## config.mk

```make
export PLATFORM = sky130hd
export DESIGN_NAME = kp_midi_ctrl
export DESIGN_NICKNAME = d
export VERILOG_FILES = /design/src/rtl/kp_midi_pkg.sv /design/src/rtl/kp_note_rom.sv /design/src/rtl/kp_midi_ctrl.sv
export SDC_FILE = /design/constraint.sdc
export NUM_CORES = 1
export LEC_CHECK = 0
export ABC_AREA = 1
export ABC_CLOCK_PERIOD_IN_PS = 4800
export CORE_ASPECT_RATIO = 1.25
export CORE_MARGIN = 2
export CORE_UTILIZATION = 52
export DETAILED_ROUTE_END_ITERATION = 6
export MAX_ROUTING_LAYER = met4
export PLACE_DENSITY = 0.78
export SYNTH_ARGS = -nofsm -noshare
export SYNTH_HDL_FRONTEND = slang
export SYNTH_SLANG_ARGS = --single-unit
```

## constraint.sdc

```tcl
create_clock -name a_clk -period 4.8 [get_ports a_clk]
set_input_delay 0.96 -clock a_clk [delete_from_list [all_inputs] [get_ports a_clk]]
set_output_delay 0.96 -clock a_clk [all_outputs]
set_load 0.05 [all_outputs]
```

## src/rtl/kp_midi_pkg.sv

```systemverilog
// Shared types and constants for the MIDI front end of the Karplus-Strong voice.
package kp_midi_pkg;

   // Byte-stream parser position within a channel message
   typedef enum logic [1:0] {
      P_IDLE,
      P_DATA1,
      P_DATA2
   } parser_state_t;

   // Trigger pulse generator: low pulse, then holdoff before the next pulse
   typedef enum logic [1:0] {
      T_IDLE,
      T_LOW,
      T_HOLD
   } trig_state_t;

   // Status nibbles of the channel messages we act on
   localparam logic [3:0] NOTE_OFF = 4'h8;
   localparam logic [3:0] NOTE_ON  = 4'h9;
   localparam logic [3:0] CC       = 4'hB;

   // Controller numbers
   localparam logic [6:0] CC_DECAY = 7'd72;
   localparam logic [6:0] CC_FILT  = 7'd74;

   // Lowest note of the tuning table; lower notes are folded up by octaves
   localparam logic [6:0] NOTE_MIN = 7'd43;

   // Power-up voice settings: A4 string length and a long sustain
   localparam logic [9:0]  DEFAULT_DELAY = 10'd218;
   localparam logic [11:0] DEFAULT_DECAY = 12'h7F0;

   // Message types that carry two data bytes and therefore use the full parser path
   function automatic logic is_two_byte(input logic [3:0] status_hi);
      return (status_hi == NOTE_OFF) || (status_hi == NOTE_ON) || (status_hi == CC);
   endfunction

endpackage

```

## src/rtl/kp_note_rom.sv

```systemverilog
// Combinational note number to string length (samples) lookup.
// Notes below the table are raised by whole octaves; above it the base length
// is halved once per octave.
module kp_note_rom
   import kp_midi_pkg::*;
(
   input  logic [6:0] note,
   output logic [9:0] delay_length
);

   logic [6:0] folded;
   logic [6:0] k;
   logic [3:0] idx;
   logic [2:0] oct;
   logic [9:0] rom_val;

   // Fold low notes upward; four octave steps take note 0 past NOTE_MIN
   always_comb begin
      folded = note;
      for (int i = 0; i < 4; i++) begin
         if (folded < NOTE_MIN) begin
            folded = folded + 7'd12;
         end
      end
   end

   // Split the offset above NOTE_MIN into semitone and octave
   always_comb begin
      k   = folded - NOTE_MIN;
      idx = 4'(k % 7'd12);
      oct = 3'(k / 7'd12);
   end

   // Base lengths for the lowest octave, one entry per semitone
   always_comb begin
      case (idx)
         4'd0:    rom_val = 10'd980;
         4'd1:    rom_val = 10'd925;
         4'd2:    rom_val = 10'd873;
         4'd3:    rom_val = 10'd824;
         4'd4:    rom_val = 10'd778;
         4'd5:    rom_val = 10'd734;
         4'd6:    rom_val = 10'd693;
         4'd7:    rom_val = 10'd654;
         4'd8:    rom_val = 10'd617;
         4'd9:    rom_val = 10'd582;
         4'd10:   rom_val = 10'd550;
         4'd11:   rom_val = 10'd519;
         default: rom_val = 10'd0;
      endcase
   end

   assign delay_length = rom_val >> oct;

endmodule

```

## src/rtl/kp_midi_ctrl.sv

```systemverilog
// MIDI byte-stream parser and note trigger generator for the Karplus-Strong voice.
// A note-on becomes a fixed-width active-low trig pulse; velocity and
// delay_length only change on the cycle trig falls so the voice sees stable values.
module kp_midi_ctrl
   import kp_midi_pkg::*;
#(
   parameter int CHANNEL      = 0,
   parameter int TRIG_LOW_CYC = 8,
   parameter int HOLDOFF_CYC  = 8
) (
   input  logic        a_clk,
   input  logic        reset_n,
   input  logic [7:0]  midi_byte,
   input  logic        midi_valid,
   output logic        trig,
   output logic [6:0]  velocity,
   output logic [9:0]  delay_length,
   output logic [11:0] decay,
   output logic [2:0]  filtsw,
   output logic        gate
);

   localparam logic [3:0] CH = 4'(CHANNEL);
   localparam int CNT_MAX = (TRIG_LOW_CYC > HOLDOFF_CYC) ? TRIG_LOW_CYC : HOLDOFF_CYC;
   localparam int CNT_W   = $clog2(CNT_MAX + 1);
   localparam logic [CNT_W-1:0] LOW_LOAD  = CNT_W'(TRIG_LOW_CYC - 1);
   localparam logic [CNT_W-1:0] HOLD_LOAD = CNT_W'(HOLDOFF_CYC - 1);
   localparam logic [CNT_W-1:0] CNT_ONE   = CNT_W'(1);

   // Parser state
   parser_state_t p_state_reg, p_state_next;
   logic [7:0]    rs_reg, rs_next;
   logic          rs_valid_reg, rs_valid_next;
   logic [6:0]    data1_reg, data1_next;
   logic          dispatch;

   // Latched note and settings
   logic [6:0]    note_reg;
   logic [6:0]    note_vel_reg;
   logic          gate_reg;
   logic          req_reg;
   logic [11:0]   decay_reg;
   logic [2:0]    filtsw_reg;

   // Trigger generator state
   trig_state_t      t_state_reg, t_state_next;
   logic [CNT_W-1:0] cnt_reg, cnt_next;
   logic             pending_reg, pending_next;
   logic             fire;
   logic [6:0]       velocity_reg;
   logic [9:0]       delay_reg;
   logic [9:0]       rom_delay;

   // Message decode at the data2 byte
   logic [6:0] data2;
   logic       msg_ours;
   logic       note_on;
   logic       note_off;
   logic       cc_decay;
   logic       cc_filt;

   assign data2    = midi_byte[6:0];
   assign msg_ours = dispatch && (rs_reg[3:0] == CH);
   assign note_on  = msg_ours && (rs_reg[7:4] == NOTE_ON) && (data2 != 7'd0);
   assign note_off = msg_ours && ((rs_reg[7:4] == NOTE_OFF) ||
                                  ((rs_reg[7:4] == NOTE_ON) && (data2 == 7'd0)));
   assign cc_decay = msg_ours && (rs_reg[7:4] == CC) && (data1_reg == CC_DECAY);
   assign cc_filt  = msg_ours && (rs_reg[7:4] == CC) && (data1_reg == CC_FILT);

   // Parser next state: one byte per cycle, realtime bytes are transparent
   always_comb begin
      p_state_next  = p_state_reg;
      rs_next       = rs_reg;
      rs_valid_next = rs_valid_reg;
      data1_next    = data1_reg;
      dispatch      = 1'b0;
      if (midi_valid && (midi_byte < 8'hF8)) begin
         if (midi_byte >= 8'hF0) begin
            rs_valid_next = 1'b0;
            p_state_next  = P_IDLE;
         end else if (midi_byte[7]) begin
            rs_next       = midi_byte;
            rs_valid_next = 1'b1;
            p_state_next  = is_two_byte(midi_byte[7:4]) ? P_DATA1 : P_IDLE;
         end else begin
            case (p_state_reg)
               P_IDLE: begin
                  // Running status: a bare data byte starts a new message
                  if (rs_valid_reg && is_two_byte(rs_reg[7:4])) begin
                     data1_next   = data2;
                     p_state_next = P_DATA2;
                  end
               end
               P_DATA1: begin
                  data1_next   = data2;
                  p_state_next = P_DATA2;
               end
               P_DATA2: begin
                  dispatch     = 1'b1;
                  p_state_next = P_IDLE;
               end
               default: p_state_next = P_IDLE;
            endcase
         end
      end
   end

   // Parser registers
   always_ff @(posedge a_clk) begin
      if (!reset_n) begin
         p_state_reg  <= P_IDLE;
         rs_reg       <= 8'd0;
         rs_valid_reg <= 1'b0;
         data1_reg    <= 7'd0;
      end else begin
         p_state_reg  <= p_state_next;
         rs_reg       <= rs_next;
         rs_valid_reg <= rs_valid_next;
         data1_reg    <= data1_next;
      end
   end

   // Act on dispatched messages: note latch, gate, controllers, trigger request
   always_ff @(posedge a_clk) begin
      if (!reset_n) begin
         note_reg     <= 7'd0;
         note_vel_reg <= 7'd0;
         gate_reg     <= 1'b0;
         req_reg      <= 1'b0;
         decay_reg    <= DEFAULT_DECAY;
         filtsw_reg   <= 3'd0;
      end else begin
         req_reg <= note_on;
         if (note_on) begin
            note_reg     <= data1_reg;
            note_vel_reg <= data2;
            gate_reg     <= 1'b1;
         end else if (note_off && (data1_reg == note_reg)) begin
            gate_reg <= 1'b0;
         end
         if (cc_decay) begin
            decay_reg <= {1'b0, data2, 4'b0000};
         end
         if (cc_filt) begin
            filtsw_reg <= data2[6:4];
         end
      end
   end

   kp_note_rom u_rom (
      .note         (note_reg),
      .delay_length (rom_delay)
   );

   // Trigger next state: fixed low time, then holdoff; a note-on arriving while
   // busy is remembered and fires straight out of the holdoff
   always_comb begin
      t_state_next = t_state_reg;
      cnt_next     = cnt_reg;
      pending_next = pending_reg;
      fire         = 1'b0;
      case (t_state_reg)
         T_IDLE: begin
            if (req_reg) begin
               fire         = 1'b1;
               t_state_next = T_LOW;
               cnt_next     = LOW_LOAD;
            end
         end
         T_LOW: begin
            if (req_reg) begin
               pending_next = 1'b1;
            end
            if (cnt_reg == '0) begin
               t_state_next = T_HOLD;
               cnt_next     = HOLD_LOAD;
            end else begin
               cnt_next = cnt_reg - CNT_ONE;
            end
         end
         T_HOLD: begin
            if (cnt_reg == '0) begin
               if (pending_reg || req_reg) begin
                  fire         = 1'b1;
                  t_state_next = T_LOW;
                  cnt_next     = LOW_LOAD;
                  pending_next = 1'b0;
               end else begin
                  t_state_next = T_IDLE;
               end
            end else begin
               cnt_next = cnt_reg - CNT_ONE;
               if (req_reg) begin
                  pending_next = 1'b1;
               end
            end
         end
         default: t_state_next = T_IDLE;
      endcase
   end

   // Trigger registers; voice parameters are loaded only when a pulse starts
   always_ff @(posedge a_clk) begin
      if (!reset_n) begin
         t_state_reg  <= T_IDLE;
         cnt_reg      <= '0;
         pending_reg  <= 1'b0;
         velocity_reg <= 7'd0;
         delay_reg    <= DEFAULT_DELAY;
      end else begin
         t_state_reg <= t_state_next;
         cnt_reg     <= cnt_next;
         pending_reg <= pending_next;
         if (fire) begin
            velocity_reg <= note_vel_reg;
            delay_reg    <= rom_delay;
         end
      end
   end

   assign trig         = (t_state_reg != T_LOW);
   assign velocity     = velocity_reg;
   assign delay_length = delay_reg;
   assign decay        = decay_reg;
   assign filtsw       = filtsw_reg;
   assign gate         = gate_reg;

endmodule

```

Word-level counts from Yosys, hierarchy flattened --
Memories as Yosys holds them, arrays and structs flattened. Cells that the tools add are included.
Storage, ports and cells: memories 1, word-level logic and storage cells 125, flip-flop bits (word level) 68, ROM bits 160
Memory list:
- (name not given) | depth 16, bits a word 10, rd ports 1, clocked after Yosys merged registers in 0, write ports 0, line kp_note_rom.sv:36 | case (idx)
Cells by class: muxes and demuxes 37, equality and inequality tests 20, bitwise gates (word level) 2, divide/modulo/power cells 2, reductions and logical operators 35, $add $sub $neg 6, shift-type cells 1, $lt $le $gt $ge 6
Operator list (count):
- $mux W7 | 5
- $add A7 B4 Y7 const B | 4
- $lt A7 B6 Y1 const B | 4
- $eq A4 B4 Y1 const B | 6
- $mux W1 | 16
- $mux W4 | 4
- $eq A7 B7 Y1 const B | 2
- $pmux W7 S2 | 1
- $mux W2 | 6
- $pmux W4 S3 | 1
- $logic_and A1 B1 Y1 | 11
- $shr A10 B3 Y10 | 1
- $reduce_and A3 Y1 | 3
- $ge A8 B8 Y1 const B | 1
- $logic_not A4 Y1 | 2
- $lt A8 B8 Y1 const B | 1
- $ne A2 B2 Y1 const B | 4
- $reduce_bool A2 Y1 | 4
- $div A7 B4 Y7 const B | 1
- $eq A7 B7 Y1 | 1
- $logic_not A7 Y1 | 1
- $mod A7 B4 Y7 const B | 1
- $reduce_bool A7 Y1 | 1
- $sub A7 B6 Y7 const B | 1
- 15 further kinds | 27

Longest topological paths before layout --
An unclocked memory read counts as a cell.
word-level depth 12, mapped depth 48, mapped depth without buffers 48

Hierarchy --
Synthesis repeated with hierarchy kept, for this count alone.
Unflattened totals: cell total of the unflattened synthesis 695, area total of the unflattened synthesis 4611.9 um2
Modules (own cells, without submodules):
- kp_midi_ctrl | cells each 432, times used 1, sequential area each 1361.3 um2, area an instance 3146.8 um2
- kp_note_rom | cells each 263, times used 1, sequential area each 0.0 um2, area an instance 1465.2 um2

Worst setup path after synthesis --
Ideal clock, no wire load.
path kind register -> register, start register note_reg[0], end register delay_reg[2] (netlist: delay_length[2]), arrival 4543 ps, slack 148 ps, cell stages (with the launch flop) 44, path buffers 1, cells stage by stage dfxtp_1 -> nand2_2 -> nand2_2 -> nand3_4 -> nand3_1 -> nand2_1 -> ha_1 -> xnor2_1 -> nand3_2 -> nand2_4 -> nor2_2 -> nand3_2 -> nand2_1 -> nand2_1 -> nand2_1 -> inv_1 -> ha_1 -> nand3b_1 -> [8 not listed] -> nand2_1 -> nand2_2 -> a21oi_2 -> nor2_4 -> ha_1 -> nand2_1 -> nand3_4 -> inv_4 -> nand2_2 -> nand2_1 -> nand2_1 -> buf_4 -> o21ai_1 -> nand3_1 -> nand3_1 -> nand3_1 -> nand2_1 -> inv_1
Between the ends: longest elaborated chain between the ends 12, elaborated cells on any way between the ends 17, classes of those cells 5 x add/sub; 2 x div; 4 x order compare; 1 x shift; 4 x mux; 1 x memory
RTL lines:
- from (decl) | line kp_midi_ctrl.sv:38 | logic [6:0] note_reg;
- from (signal assigned) | line kp_midi_ctrl.sv:135 | note_reg <= data1_reg;
- $add A7 B4 Y7 / $lt A7 B6 Y1 (equally long branches) | line kp_note_rom.sv:22, kp_note_rom.sv:21
- $mux W7 (*) | line kp_note_rom.sv:21 | if (folded < NOTE_MIN) begin
- $add A7 B4 Y7 / $lt A7 B6 Y1 (equally long branches) | line kp_note_rom.sv:22, kp_note_rom.sv:21
- $mux W7 (*) | line kp_note_rom.sv:21
- $add A7 B4 Y7 / $lt A7 B6 Y1 (equally long branches) | line kp_note_rom.sv:22, kp_note_rom.sv:21
- $mux W7 (*) | line kp_note_rom.sv:21
- $add A7 B4 Y7 / $lt A7 B6 Y1 (equally long branches) | line kp_note_rom.sv:22, kp_note_rom.sv:21
- $mux W7 (*) | line kp_note_rom.sv:21
- $sub A7 B6 Y7 (*) | line kp_note_rom.sv:29 | k = folded - NOTE_MIN;
- $mod A7 B4 Y7 | line kp_note_rom.sv:30 | idx = 4'(k % 7'd12);
- $mem_v2 Z16 W10
- $shr A10 B3 Y10 (*) | line kp_note_rom.sv:53 | assign delay_length = rom_val >> oct;
- to (signal assigned) | line kp_midi_ctrl.sv:216 | delay_reg <= rom_delay;
- to (decl) | line kp_midi_ctrl.sv:51 | logic [9:0] delay_reg;
Every way passes the cells marked *; elsewhere a longest branch is shown, timed or not. A chain may end at the register's enable or synchronous reset.

Final worst setup path --
start register note_reg[3], end register delay_reg[0] (netlist: delay_length[0])
Same word-level chain as after synthesis.

==> flow_summary.json <==
{
  "routed_wl_um": 11990,
  "total_power_mw": 1.456,
  "setup_ws_ps": -120.4,
  "holdCritPathClass": "reg -> reg",
  "numClockSinks": 68,
  "hold_viol": 0,
  "dp_hpwl_um": 7514,
  "dr_total_vias": 4486,
  "tightest_slew_ps": 987.8,
  "async_reset_ff_share_pct": 0,
  "skew_ps": 7.868,
  "syn_avg_cell_area_um2": 7.012,
  "grt_max_degree": 45,
  "largest_register_ffs": 10,
  "critPathSlowestCell": "dfxtp_4",
  "cts-root-buf": "clkbuf_8",
  "insertion_delay_ps": 340,
  "ys_seq_area_share_pct": 31.98,
  "pre_cts_ws_ps": -299.7,
  "required_ps": 5090,
  "clkTransAtPathRegs_ps": 70,
  "drive_above_1_share_pct": 30.79,
  "rsz0062_at_grt": "yes",
  "first_global_vias": 4278,
  "critPathArrivalTime_ps": 5210,
  "max_stage_delay_ps": 370,
  "gr-usage-all-layers_pct": 26.19,
  "nNetsFinal": 730,
  "final_cells": 803,
  "critical_path.endpoint_type": "flop",
  "final_max_slew_viol_count": 0,
  "die_h_um": 105.2,
  "drc": 0,
  "cts_tree": "yes",
  "slew_headroom_pct": 34.08,
  "fmax_mhz": 203.2,
  "vdd.ir_drop.worst_mv": 0.3175,
  "die_width_um": 84.93,
  "worstSetupPathType": "reg -> reg",
  "cts_buffers": 9,
  "start_util_pct": 54.00,
  "htree_levels": 3,
  "area_growth_pct": 38.71,
  "violations": "negative setup slack",
  "syn-cell-area_um2": 4257,
  "antenna_found_initial": 0,
  "dp.cells": 750,
  "place_congestion": 0.8662,
  "fin_crit_ps": 4920,
  "n_antenna_cell": 0,
  "core_um2": 7883,
  "synth_edf_count": 0,
  "timing.max_cap.violations": 0,
  "rows": 36,
  "ant_nets": 0,
  "path_common_cell": "nand3_1",
  "tns_ps": -468.5,
  "io_pins": 45,
  "grt_pass1_wl_um": 18860,
  "ys_types": 44,
  "viasPerCell": 5.587,
  "yosys_warnings": 0,
  "power-per-cell-area_nw_per_um2": 246.6,
  "wire_per_inst_um": 14.94,
  "setup_viol": 7,
  "fp.dieArea_um2": 8930,
  "drt_pass1_iterations": 5,
  "start_kind": "flop",
  "drtIter0Drc": 247,
  "postCtsHoldBufs": 0,
  "fin_crit_sh_pct": 102.5,
  "numPortBuffers": 39,
  "power_leakage_nw": 2.665,
  "outcome": "finished, violations left",
  "clockBufferDepth": 2,
  "synth_cells": 607,
  "synth_flop_cell": "dfxtp_1",
  "whs_ps": 461.5,
  "yosys_register_bits": 68,
  "overflow": 0,
  "worstPathMaxFanout": 5
}
==> cells in the final DEF (no fill, tap or decap), types with 8 or more instances in the layout <==
cell,synthesis,final
clkbuf_8,0,12
buf_4,8,59
inv_1,81,73
ha_1,15,12
a21oi_1,41,36
nand2_1,107,78
xnor2_1,10,8
nand3_4,3,8
a21oi_4,2,8
nand3_1,73,50
o211ai_1,10,10
nand2_2,21,29
nand2_4,2,23
a211oi_1,13,13
o21ai_0,34,34
nand3_2,13,31
nor2_1,35,34
clkdlybuf4s50_1,0,39
dfxtp_1,68,62
==> cell families (layout without fill, tap and decap cells) <==
family | after synthesis | count (layout) | share of synthesized area [%]
simple gates | 284 | 284 | 33.51
compound gates | 117 | 117 | 16.87
buf+inv | 110 | 207 | 10.67
flops | 68 | 68 | 31.98
fa+ha+maj | 15 | 15 | 4.409
xor+xnor | 12 | 12 | 2.469
other cells | 1 | 5 | 0.08810
==> cell type report <==
class | count | area (um^2)
clock buffers | 14 | 172.7
clock inverters | 1 | 30.03
fillers | 625 | 1978
inverters | 87 | 341.6
multi-input cells | 433 | 2928
flip-flops and latches | 68 | 1379
well taps | 95 | 118.9
repair buffers | 105 | 934.6
==> path summary, 6_finish.rpt <==
kind | start | end | slack (ps) | cells past startpoint
worst max-delay path | note_reg[3] | delay_length[0] | -120 | 41
worst min register to register | note_vel_reg[3] | velocity[3] | 460 | 2
worst min-delay path | note_vel_reg[3] | velocity[3] | 460 | 2
worst max register to register | note_reg[3] | delay_length[0] | -120 | 41
==> stage by stage <==
stage	utilization, %	cell area [um^2]
global route	74.90	5904
finish	74.90	5904
floorplan	-	4272
CTS	69.89	5509
detailed placement	61.89	4878
global placement	61.89	4878
==> where the power goes <==
group	internal [mW]	total (mW)	switching, mW
Sequential	0.602	0.632	0.0297
Clock	0.280	0.482	0.201
Combinational	0.118	0.343	0.224
Total	1.00	1.46	0.456
==> per-layer routing <==
| metal | GRT usage, % | routed length (um) |
|---|---|---|
| met1 | 28.07 | 4552 |
| met4 | 9.864 | 288 |
| met2 | 47.86 | 6710 |
| met5 | - | 0 |
| met3 | 4.107 | 442 |
==> worst max-delay path: cells and delay by family, from the launching register on <==
kind                       cells  cell delay [ps]
and+or+nand+nor               25             2260
buffers and inverters          9              950
AOI/OAI and AO/OA              4              850
DFF                            1              370
adders and majority gates      2              310
xor gates and xnor gates       1              130
==> cells in the mapped netlist (2+ instances only) <==
library cell  count  area [um^2]
nor2_4            2        22.52
clkbuf_1         13        48.80
nor3_1            6        30.03
o21ai_2           2        17.52
nor2_1           35        131.4
xnor2_1          10        87.58
buf_4             8        60.06
nand4_1           7        43.79
nand2_1         107        401.6
xor2_1            2        17.52
inv_1            81        304.0
a211oi_1         13        97.59
a21oi_2           3        26.28
nand2_4           2        22.52
nand3_2          13        130.1
a21oi_4           2        32.53
inv_2             3        11.26
nand3_1          73        365.4
clkinv_1          2        7.510
nand2_2          21        131.4
nor2_2            5        31.28
nand3_4           3        52.55
dfxtp_1          68         1361
a21oi_1          41        205.2
o21ai_1           5        25.02
o211ai_1         10        75.07
o21ai_0          34        170.2
ha_1             15        187.7
nor4_1            6        37.54
==> what timing repair did <==
| action | in CTS | in global routing |
|---|---|---|
| setup buffers | 26 | 11 |
| gates resized for setup | 65 | 67 |
| gates cloned | 0 | 1 |
| pin swaps | 45 | 51 |
| setup endpoints to repair | 9 | 10 |
(Power assumes the default switching activity.)
